--- config.mk ---
export PLATFORM = sky130hd
export DESIGN_NAME = hazard_stall_ctrl
export DESIGN_NICKNAME = d
export VERILOG_FILES = /design/src/rtl/hazard_stall_ctrl.sv
export SDC_FILE = /design/constraint.sdc
export NUM_CORES = 1
export LEC_CHECK = 0
export ABC_AREA = 1
export BUFFER_PORTS_ARGS = -buffer_cell sky130_fd_sc_hd__buf_2
export CORE_MARGIN = 3
export CORE_UTILIZATION = 40
export CTS_CLUSTER_DIAMETER = 120
export DETAILED_ROUTE_END_ITERATION = 6
export PLACE_DENSITY = 0.76
export SLEW_MARGIN = 20
export SYNTH_ARGS = -nofsm -noshare
export SYNTH_HDL_FRONTEND = slang
export SYNTH_SLANG_ARGS = --single-unit
--- constraint.sdc ---
create_clock -name i_clk -period 2.8 [get_ports i_clk]
set_clock_uncertainty 0.2 [all_clocks]
set_input_delay 0.56 -clock i_clk [delete_from_list [all_inputs] [get_ports i_clk]]
set_output_delay 0.56 -clock i_clk [all_outputs]
set_load 0.02 [all_outputs]
--- src/rtl/hazard_stall_ctrl.sv ---
// Pipeline hazard controller for the 5-stage RV32I core: detects load-use, taken branch,
// SRAM wait-state and interrupt-entry hazards and drives per-stage enable/flush controls.
module hazard_stall_ctrl #(
  parameter int unsigned MEM_TIMEOUT = 16,
  parameter int unsigned CNT_W       = 16
) (
  input  logic             i_clk,
  input  logic             i_reset,
  input  logic [31:0]      i_instr_ID,
  input  logic [31:0]      i_instr_EX,
  input  logic             i_mem_rden_EX,
  input  logic             i_br_taken_EX,
  input  logic             i_mem_req_MEM,
  input  logic             i_mem_ack,
  input  logic             i_irq_req,
  output logic             o_pc_en,
  output logic             o_if_id_en,
  output logic             o_if_id_flush,
  output logic             o_id_ex_en,
  output logic             o_id_ex_flush,
  output logic             o_ex_mem_en,
  output logic             o_mem_wb_flush,
  output logic             o_irq_ack,
  output logic             o_mem_timeout,
  output logic [CNT_W-1:0] o_stall_cnt
);

  localparam int unsigned TO_W  = (MEM_TIMEOUT > 1) ? $clog2(MEM_TIMEOUT) : 1;
  localparam int unsigned REG_W = 5;
  localparam int unsigned OPC_W = 7;

  localparam logic [OPC_W-1:0] OPC_LUI   = 7'b0110111;
  localparam logic [OPC_W-1:0] OPC_AUIPC = 7'b0010111;
  localparam logic [OPC_W-1:0] OPC_JAL   = 7'b1101111;
  localparam logic [OPC_W-1:0] OPC_R     = 7'b0110011;
  localparam logic [OPC_W-1:0] OPC_S     = 7'b0100011;
  localparam logic [OPC_W-1:0] OPC_B     = 7'b1100011;

  typedef enum logic [1:0] {
    ST_RUN       = 2'd0,
    ST_MEM_WAIT  = 2'd1,
    ST_IRQ_FLUSH = 2'd2
  } state_t;

  typedef struct packed {
    logic pc_en;
    logic if_id_en;
    logic if_id_flush;
    logic id_ex_en;
    logic id_ex_flush;
    logic ex_mem_en;
    logic mem_wb_flush;
  } ctrl_t;

  localparam ctrl_t CTRL_RUN = '{pc_en: 1'b1, if_id_en: 1'b1, if_id_flush: 1'b0,
                                 id_ex_en: 1'b1, id_ex_flush: 1'b0, ex_mem_en: 1'b1,
                                 mem_wb_flush: 1'b0};
  localparam ctrl_t CTRL_FREEZE = '{pc_en: 1'b0, if_id_en: 1'b0, if_id_flush: 1'b0,
                                    id_ex_en: 1'b0, id_ex_flush: 1'b0, ex_mem_en: 1'b0,
                                    mem_wb_flush: 1'b1};
  localparam ctrl_t CTRL_RESET = '{pc_en: 1'b0, if_id_en: 1'b0, if_id_flush: 1'b1,
                                   id_ex_en: 1'b0, id_ex_flush: 1'b1, ex_mem_en: 1'b0,
                                   mem_wb_flush: 1'b1};

  state_t            state;
  state_t            state_nxt;
  ctrl_t             ctrl;
  logic [TO_W-1:0]   to_cnt;
  logic [TO_W-1:0]   to_cnt_nxt;
  logic              to_hit;
  logic              irq_take;
  logic              irq_armed;
  logic              irq_ack_q;
  logic              mem_to_q;
  logic [CNT_W-1:0]  stall_cnt;

  logic [OPC_W-1:0]  opc_id;
  logic [REG_W-1:0]  rd_ex;
  logic [REG_W-1:0]  rs1_id;
  logic [REG_W-1:0]  rs2_id;
  logic              use_rs1;
  logic              use_rs2;
  logic              load_use;
  logic              mem_busy;
  logic              unused_instr_bits;

  // Operand-use decode and load-use detection
  always_comb begin
    opc_id   = i_instr_ID[6:0];
    rd_ex    = i_instr_EX[11:7];
    rs1_id   = i_instr_ID[19:15];
    rs2_id   = i_instr_ID[24:20];
    use_rs1  = !((opc_id == OPC_LUI) || (opc_id == OPC_AUIPC) || (opc_id == OPC_JAL));
    use_rs2  = (opc_id == OPC_R) || (opc_id == OPC_S) || (opc_id == OPC_B);
    load_use = i_mem_rden_EX && (rd_ex != '0) &&
               ((use_rs1 && (rs1_id == rd_ex)) || (use_rs2 && (rs2_id == rd_ex)));
    mem_busy = i_mem_req_MEM && !i_mem_ack;
  end

  assign unused_instr_bits = ^{i_instr_ID[31:25], i_instr_ID[14:7],
                               i_instr_EX[31:12], i_instr_EX[6:0]};

  // Next-state and stage controls
  always_comb begin
    state_nxt  = state;
    ctrl       = CTRL_RUN;
    to_cnt_nxt = '0;
    to_hit     = 1'b0;
    irq_take   = 1'b0;
    unique case (state)
      ST_RUN: begin
        if (mem_busy) begin
          ctrl      = CTRL_FREEZE;
          state_nxt = ST_MEM_WAIT;
        end else if (i_irq_req && irq_armed) begin
          irq_take  = 1'b1;
          state_nxt = ST_IRQ_FLUSH;
        end else if (i_br_taken_EX) begin
          ctrl.if_id_flush = 1'b1;
          ctrl.id_ex_flush = 1'b1;
        end else if (load_use) begin
          ctrl.pc_en       = 1'b0;
          ctrl.if_id_en    = 1'b0;
          ctrl.id_ex_flush = 1'b1;
        end
      end
      ST_MEM_WAIT: begin
        if (i_mem_ack) begin
          state_nxt = ST_RUN;
        end else begin
          ctrl = CTRL_FREEZE;
          if ((MEM_TIMEOUT != 0) && (to_cnt == TO_W'(MEM_TIMEOUT - 1))) begin
            to_hit    = 1'b1;
            state_nxt = ST_RUN;
          end else begin
            to_cnt_nxt = to_cnt + TO_W'(1);
          end
        end
      end
      ST_IRQ_FLUSH: begin
        // A pending SRAM access outranks the interrupt flush; the ack is already registered
        if (mem_busy) begin
          ctrl      = CTRL_FREEZE;
          state_nxt = ST_MEM_WAIT;
        end else begin
          ctrl.if_id_flush = 1'b1;
          ctrl.id_ex_flush = 1'b1;
          state_nxt        = ST_RUN;
        end
      end
      default: state_nxt = ST_RUN;
    endcase
    if (i_reset) begin
      ctrl = CTRL_RESET;
    end
  end

  // State, timeout counter, interrupt arming, pulses and stall statistics
  always_ff @(posedge i_clk) begin
    if (i_reset) begin
      state     <= ST_RUN;
      to_cnt    <= '0;
      irq_armed <= 1'b1;
      irq_ack_q <= 1'b0;
      mem_to_q  <= 1'b0;
      stall_cnt <= '0;
    end else begin
      state     <= state_nxt;
      to_cnt    <= to_cnt_nxt;
      irq_ack_q <= irq_take;
      mem_to_q  <= to_hit;
      if (irq_take) begin
        irq_armed <= 1'b0;
      end else if (!i_irq_req) begin
        irq_armed <= 1'b1;
      end
      if (!ctrl.pc_en && (stall_cnt != '1)) begin
        stall_cnt <= stall_cnt + CNT_W'(1);
      end
    end
  end

  assign o_pc_en        = ctrl.pc_en;
  assign o_if_id_en     = ctrl.if_id_en;
  assign o_if_id_flush  = ctrl.if_id_flush;
  assign o_id_ex_en     = ctrl.id_ex_en;
  assign o_id_ex_flush  = ctrl.id_ex_flush;
  assign o_ex_mem_en    = ctrl.ex_mem_en;
  assign o_mem_wb_flush = ctrl.mem_wb_flush;
  assign o_irq_ack      = irq_ack_q;
  assign o_mem_timeout  = mem_to_q;
  assign o_stall_cnt    = stall_cnt;

endmodule

# Yosys cells after proc, flatten, opt, wreduce, memory -nomap -nowiden
# Index checks and enable logic that the tools add are counted.
word_totals:
  reg_bits: 25
  inputBits: 71
  out_inout_bits: 25
classes:
  add_sub_neg: 2
  eq_ne: 15
  n_mux: 27
  n_bitwise: 1
  n_reduce_logical: 20
op_table:
  columns: ["cell", "count"]
  rows:
  - ["7-bit by 6-bit == test with 1-bit output, second input constant", 3]
  - ["7-bit case mux with 3 select lines", 1]
  - ["16-bit by 1-bit adder with 16-bit output, second input constant", 1]
  - ["2-bit two-way mux", 8]
  - ["16-bit inequality test, second input constant", 1]
  - ["7-bit == test, second input constant", 2]
  - ["7-bit two-way mux", 2]
  - ["1-bit two-way mux", 13]
  - ["5-bit == test", 2]
  - ["7-bit by 5-bit == test with 1-bit output, second input constant", 1]
  - ["1-bit logical AND", 7]
  - ["3-bit two-way mux", 2]
  - ["3-bit inequality test, second input constant", 2]
  - ["2-bit case mux with 3 select lines", 1]
  - ["1-bit logical OR", 5]
  - ["5-bit nonzero test", 1]
  - ["4-bit by 1-bit adder with 4-bit output, second input constant", 1]
  - ["4-bit == test, second input constant", 1]
  - ["4-bit OR reduction", 1]
  - ["1-bit zero test", 3]
  - ["3-bit OR reduction", 1]
  - ["2-bit by 1-bit == test with 1-bit output, second input constant", 1]
  - ["2-bit == test, second input constant", 1]
  - ["2-bit zero test", 1]
  - ["other kinds (3)", 3]

# Longest topological paths before layout
depth:
  depth_word: 15
  depth_mapped: 13
  mapped_depth_nobuf: 13

# Worst setup path after synthesis
# Ideal clock, no wire load.
synth_timing:
  path_kind: "input -> output"
  start: "input i_instr_ID[6]"
  end: "output o_pc_en"
  arrival_time_ns: 1.934
  required_time_ns: 2.040
  path_slack_ns: 0.106
  cell_stages: 12
  cell_sequence: "nand2_1 inv_2 nor2_1 nand2_1 nor2_1 nand2_1 o21ai_1 nand3_1 nand2_2 clkbuf_1 nand2_1 buf_4"
synth_between:
  elab_chain_cells: 13
  elab_cells_between_ends: 21
synth_lines:
  columns: ["item", "line", "text"]
  rows:
  - ["start, declared", "9", "input logic [31:0] i_instr_ID,"]
  - ["7-bit by 6-bit == test with 1-bit output / 7-bit by 5-bit == test with 1-bit output (equally long branches)", "93", "use_rs1 = !((opc_id == OPC_LUI) || (opc_id == OPC_AUIPC) || (opc_id == OPC_JAL));"]
  - ["1-bit logical OR (2 in a row)", "93", null]
  - ["1-bit zero test", "93", null]
  - ["1-bit logical AND", "96", "((use_rs1 && (rs1_id == rd_ex)) || (use_rs2 && (rs2_id == rd_ex)));"]
  - ["1-bit logical OR *", "96", null]
  - ["1-bit logical AND *", "95", "load_use = i_mem_rden_EX && (rd_ex != '0) &&"]
  - ["2-bit two-way mux *", "121", "end else if (load_use) begin"]
  - ["2-bit two-way mux *", "118", "end else if (i_br_taken_EX) begin"]
  - ["3-bit two-way mux *", "115", "end else if (i_irq_req && irq_armed) begin"]
  - ["3-bit two-way mux *", "112", "if (mem_busy) begin"]
  - ["7-bit case mux with 3 select lines *", "110", "unique case (state)"]
  - ["7-bit two-way mux *", "153", "if (i_reset) begin"]
  - ["end, declared", "16", "output logic o_pc_en,"]
# Every way passes the cells marked *; elsewhere a longest branch is shown, timed or not.

# Worst setup path after layout
layout_timing:
  start: "input i_instr_ID[2]"
  end: "output o_pc_en"
# Same word-level chain as after synthesis.

==> out/summary.md <==
IR analysis of the VDD net gives a maximum drop of 0.1770 mV. Buffers added to address setup during post-CTS repair amount to 0. The final total power is 0.7398 mW, and the share of synthesized area occupied by flip-flops and latches is 0.3067.

For the number of top-level design ports, the log shows 96. Hold repair after CTS inserted 0 buffers. The post-route fraction of the period consumed by the critical path is 0.8432, and the post-route core utilization is 0.5191.

The power density of the placed cells is 375.2 nW/um2. 0 antenna diodes ended up in the layout. For the clock share of power, the log shows 0.290. The logs give 1689 for the count of vias placed by the detailed router and 6244 um for the first-pass GRT wire length.

The tool flagged a number of max-cap violations equal to 0. Synthesis instantiated 26 different standard cells from the library. The effective utilization at floorplan is 0.4295, and the number of DRC markers after the initial detailed-route iteration is 127. The pre-antenna-repair detailed-routing pass consisted of 4 iterations. The tools report the total instance count after detailed placement as 343.

The worst setup path is captured at an output pin. The clock tree root buffer cell was sky130_fd_sc_hd__clkbuf_8. For the worst setup path, the data arrival time is 1.60 ns. The routed length per placed instance works out to 10.86 um.

The placed wire-length estimate was 2891 um; the placeable core region was 3799 um2. Synthesis produced 248 cells. For this run, the top clock speed supported by timing is 423.6 MHz. The residual antenna-violating net count after detailed routing is 0, and the insertion delay of the later-clocked pin in the worst-skew pair is 0.27 ns. The area growth from synthesis to layout was 20.86%. Traced cell by cell, the critical path runs through buf_2, inv_1, nand2_1, nor2_1, nand2_1, nor2_1, nand2_1, o21ai_1, nand3_1, nand2_2, nand2_1, buf_2. The flow ran to the end, and the final reports show no timing, DRC or antenna violations. The register share of total power came out at 0.502. Counting I/O delays and the setup requirement, the final critical path takes 2.361 ns. At the pin with the least slew margin, the transition time is 0.4099 ns. The total overflow left after global routing is 0.

The tools report the internal power consumption as 0.5205 mW. Setup repair after global routing left no endpoint under its margin. For the final setup violation count, the log shows 0.

The run gives 1 as the H-tree depth. The logs give 1511 for the number of global-route vias before repair and 2 for the buffer depth of the longest clock path. The die covers 4881 um2. Wires add up to 3767 um.

The final hold violation count was 0; the post-synthesis average cell area was 6.579 um2. After detailed routing, the number of remaining DRC violations is 0. TritonCTS built the clock tree. The min-delay analysis places its worst path in the category register to register. After clock tree synthesis, the clock-pin slew on the worst setup and hold paths is 0.08 ns. The count of buffers added on input and output ports is 53.

The clock net sink count is 25, and the netlist area before placement is 1632 um2. STA puts the critical path data required time at 2.04 ns. Fraction of final layout cells sized beyond drive strength 1: 0.2375.

The all-layer global routing usage is 0.1512. Cell type of the slowest stage on the worst timing path: sky130_fd_sc_hd__buf_2. The max-slew headroom at the worst pin is 0.7267. From bottom edge to top edge, the die measures 69.87 um.

Category of the critical setup timing path: primary input to output pin. Using the TritonRoute via totals, the vias-per-cell ratio works out to 4.867. For this run, the slowest stage of the critical path takes 0.17 ns. In this run, synthesis produced a sequential element count of 25.

The tools report the count of fill cells added during filler insertion as 397. Net count after synthesis: 321. The switching part of the total power is 0.2964. The run gives 0.9790 nW as the leakage power figure. The cell that appears most often on the critical path is sky130_fd_sc_hd__nand2_1. Entering global routing, the biggest net connects 22 pins. The congestion estimate from routability-driven global placement came to 0.8647.

The logs give 0 ns for the accumulated negative setup slack and 22 for the number of cell rows. The number of buffers added by the clock tree synthesis step is 3. The count of cells in the finished layout, fillers not included, comes to 347.

The worst setup path is launched from a primary input. The count of instances resized after the clock tree is built came out at 0. The portion of total power attributed to combinational logic was 0.207.

The horizontal extent of the die is 69.87 um, and the worst hold margin is 0.2510 ns. The number of max-slew violations in the final report is 0. The highest fanout seen on the critical path was 2; the number of antenna violations at the first check in global routing was 0. The Yosys step of the flow raised 0 warnings. The run gives 373 as the total number of nets in the final design. In this run the power spent charging and discharging nets is 0.2193 mW.
## stage by stage
step	setup slack [ns]	area [um2]
5_1_grt	0.2579	1972
4_1_cts	0.4113	1972
3_3_place_gp	0.4472	1927
2_1_floorplan	0.1064	1632
3_5_place_dp	0.4125	1927
6_report	0.4392	1972
## worst paths after layout
path | from | to | slack, ns | cells past startpoint
min reg2reg | to_cnt[0]$_SDFF_PP0_ | to_cnt[0]$_SDFF_PP0_ | 0.25 | 1
min | to_cnt[0]$_SDFF_PP0_ | to_cnt[0]$_SDFF_PP0_ | 0.25 | 1
max reg2reg | o_stall_cnt[0]$_SDFFE_PP0P_ | o_stall_cnt[10]$_SDFFE_PP0P_ | 0.45 | 9
max | i_instr_ID[2] | o_pc_en | 0.44 | 12
## worst max-delay path: cells and delay by family
kind / cells / cell delay [ns]
and+or+nand+nor: 8 / 0.62
AOI/OAI and AO/OA: 1 / 0.09
buffers and inverters: 3 / 0.33
## power by group through the flow
stage | logic [mW] | registers [mW] | clock network (mW)
after global routing | 0.171 | 0.373 | 0.232
after CTS | 0.153 | 0.372 | 0.224
after global placement | 0.149 | 0.380 | 0
after floorplan | 0.0955 | 0.386 | 0
final | 0.153 | 0.372 | 0.215
after detailed placement | 0.153 | 0.380 | 0
## final cells by class
class                   instances  area (um2)  share of cell area
multi-input cells             188       984.7              0.4994
flip-flops and latches         25       500.5              0.2538
repair buffers                 55       280.3              0.1421
inverters                      27       101.3             0.05140
well taps                      48       60.06             0.03046
clock buffers                   4       45.04             0.02284
## per-layer routing
layer  wire [um]  vias to the layer above  GRT usage
li1            -                      900          -
met1        1667                      743     0.1784
met2        1845                       44     0.2760
met3         239                        2    0.03453
met4          15                        0    0.03404
met5           0                        -          0
## sequential cells by signal (all words and copies together), names as in the netlist
name           count
irq_armed          1
o_stall_cnt       16
o_irq_ack          1
state              2
o_mem_timeout      1
to_cnt             4
## kinds of logic (layout without fill, tap and decap cells)
family          count (synthesis)  count (layout)  share of synthesized area
buf+inv                        35              86                    0.08972
xor+xnor                       18              18                    0.09663
compound gates                 19              19                    0.06441
simple gates                  149             149                     0.4272
flops                          25              25                     0.3067
fa+ha+maj                       2               2                    0.01533
## cells in the mapped netlist
cell type                   n  area (um2)
sky130_fd_sc_hd__xor2_1     9       78.83
sky130_fd_sc_hd__inv_2      4       15.01
sky130_fd_sc_hd__a21oi_2    2       17.52
sky130_fd_sc_hd__nand2_1   69       259.0
sky130_fd_sc_hd__nand4_1   17       106.4
sky130_fd_sc_hd__a31oi_1    2       12.51
sky130_fd_sc_hd__buf_6      1       11.26
sky130_fd_sc_hd__nand3_1   14       70.07
sky130_fd_sc_hd__ha_1       2       25.02
sky130_fd_sc_hd__a21oi_1   13       65.06
sky130_fd_sc_hd__dfxtp_1   25       500.5
sky130_fd_sc_hd__nand3_4    1       17.52
sky130_fd_sc_hd__clkinv_1   1       3.750
sky130_fd_sc_hd__o21ai_0    1       5.000
sky130_fd_sc_hd__inv_1     22       82.58
sky130_fd_sc_hd__nand3_2    1       10.01
sky130_fd_sc_hd__nor2_1    35       131.4
sky130_fd_sc_hd__clkbuf_1   5       18.77
sky130_fd_sc_hd__buf_4      2       15.01
sky130_fd_sc_hd__o21ai_1    1       5.000
sky130_fd_sc_hd__nor3b_1    1       7.510
sky130_fd_sc_hd__nand2_2    2       12.51
sky130_fd_sc_hd__xnor2_1    9       78.83
sky130_fd_sc_hd__nand3b_4   1       20.02
sky130_fd_sc_hd__nor3_1     6       30.03
sky130_fd_sc_hd__nor3_4     2       32.53
## layout by cell type, fill, tap and decap left out, types with 2 or more instances in the layout
| cell type | n |
|---|---|
| sky130_fd_sc_hd__buf_4 | 2 |
| sky130_fd_sc_hd__xnor2_1 | 9 |
| sky130_fd_sc_hd__buf_2 | 53 |
| sky130_fd_sc_hd__nor3_1 | 6 |
| sky130_fd_sc_hd__nand2_2 | 2 |
| sky130_fd_sc_hd__a21oi_2 | 2 |
| sky130_fd_sc_hd__inv_1 | 22 |
| sky130_fd_sc_hd__xor2_1 | 9 |
| sky130_fd_sc_hd__nand3_1 | 14 |
| sky130_fd_sc_hd__dfxtp_1 | 25 |
| sky130_fd_sc_hd__nand4_1 | 17 |
| sky130_fd_sc_hd__nor3_4 | 2 |
| sky130_fd_sc_hd__inv_2 | 4 |
| sky130_fd_sc_hd__nand2_1 | 69 |
| sky130_fd_sc_hd__ha_1 | 2 |
| sky130_fd_sc_hd__a31oi_1 | 2 |
| sky130_fd_sc_hd__nor2_1 | 35 |
| sky130_fd_sc_hd__clkbuf_8 | 3 |
| sky130_fd_sc_hd__a21oi_1 | 13 |
(Power assumes the default switching activity.)
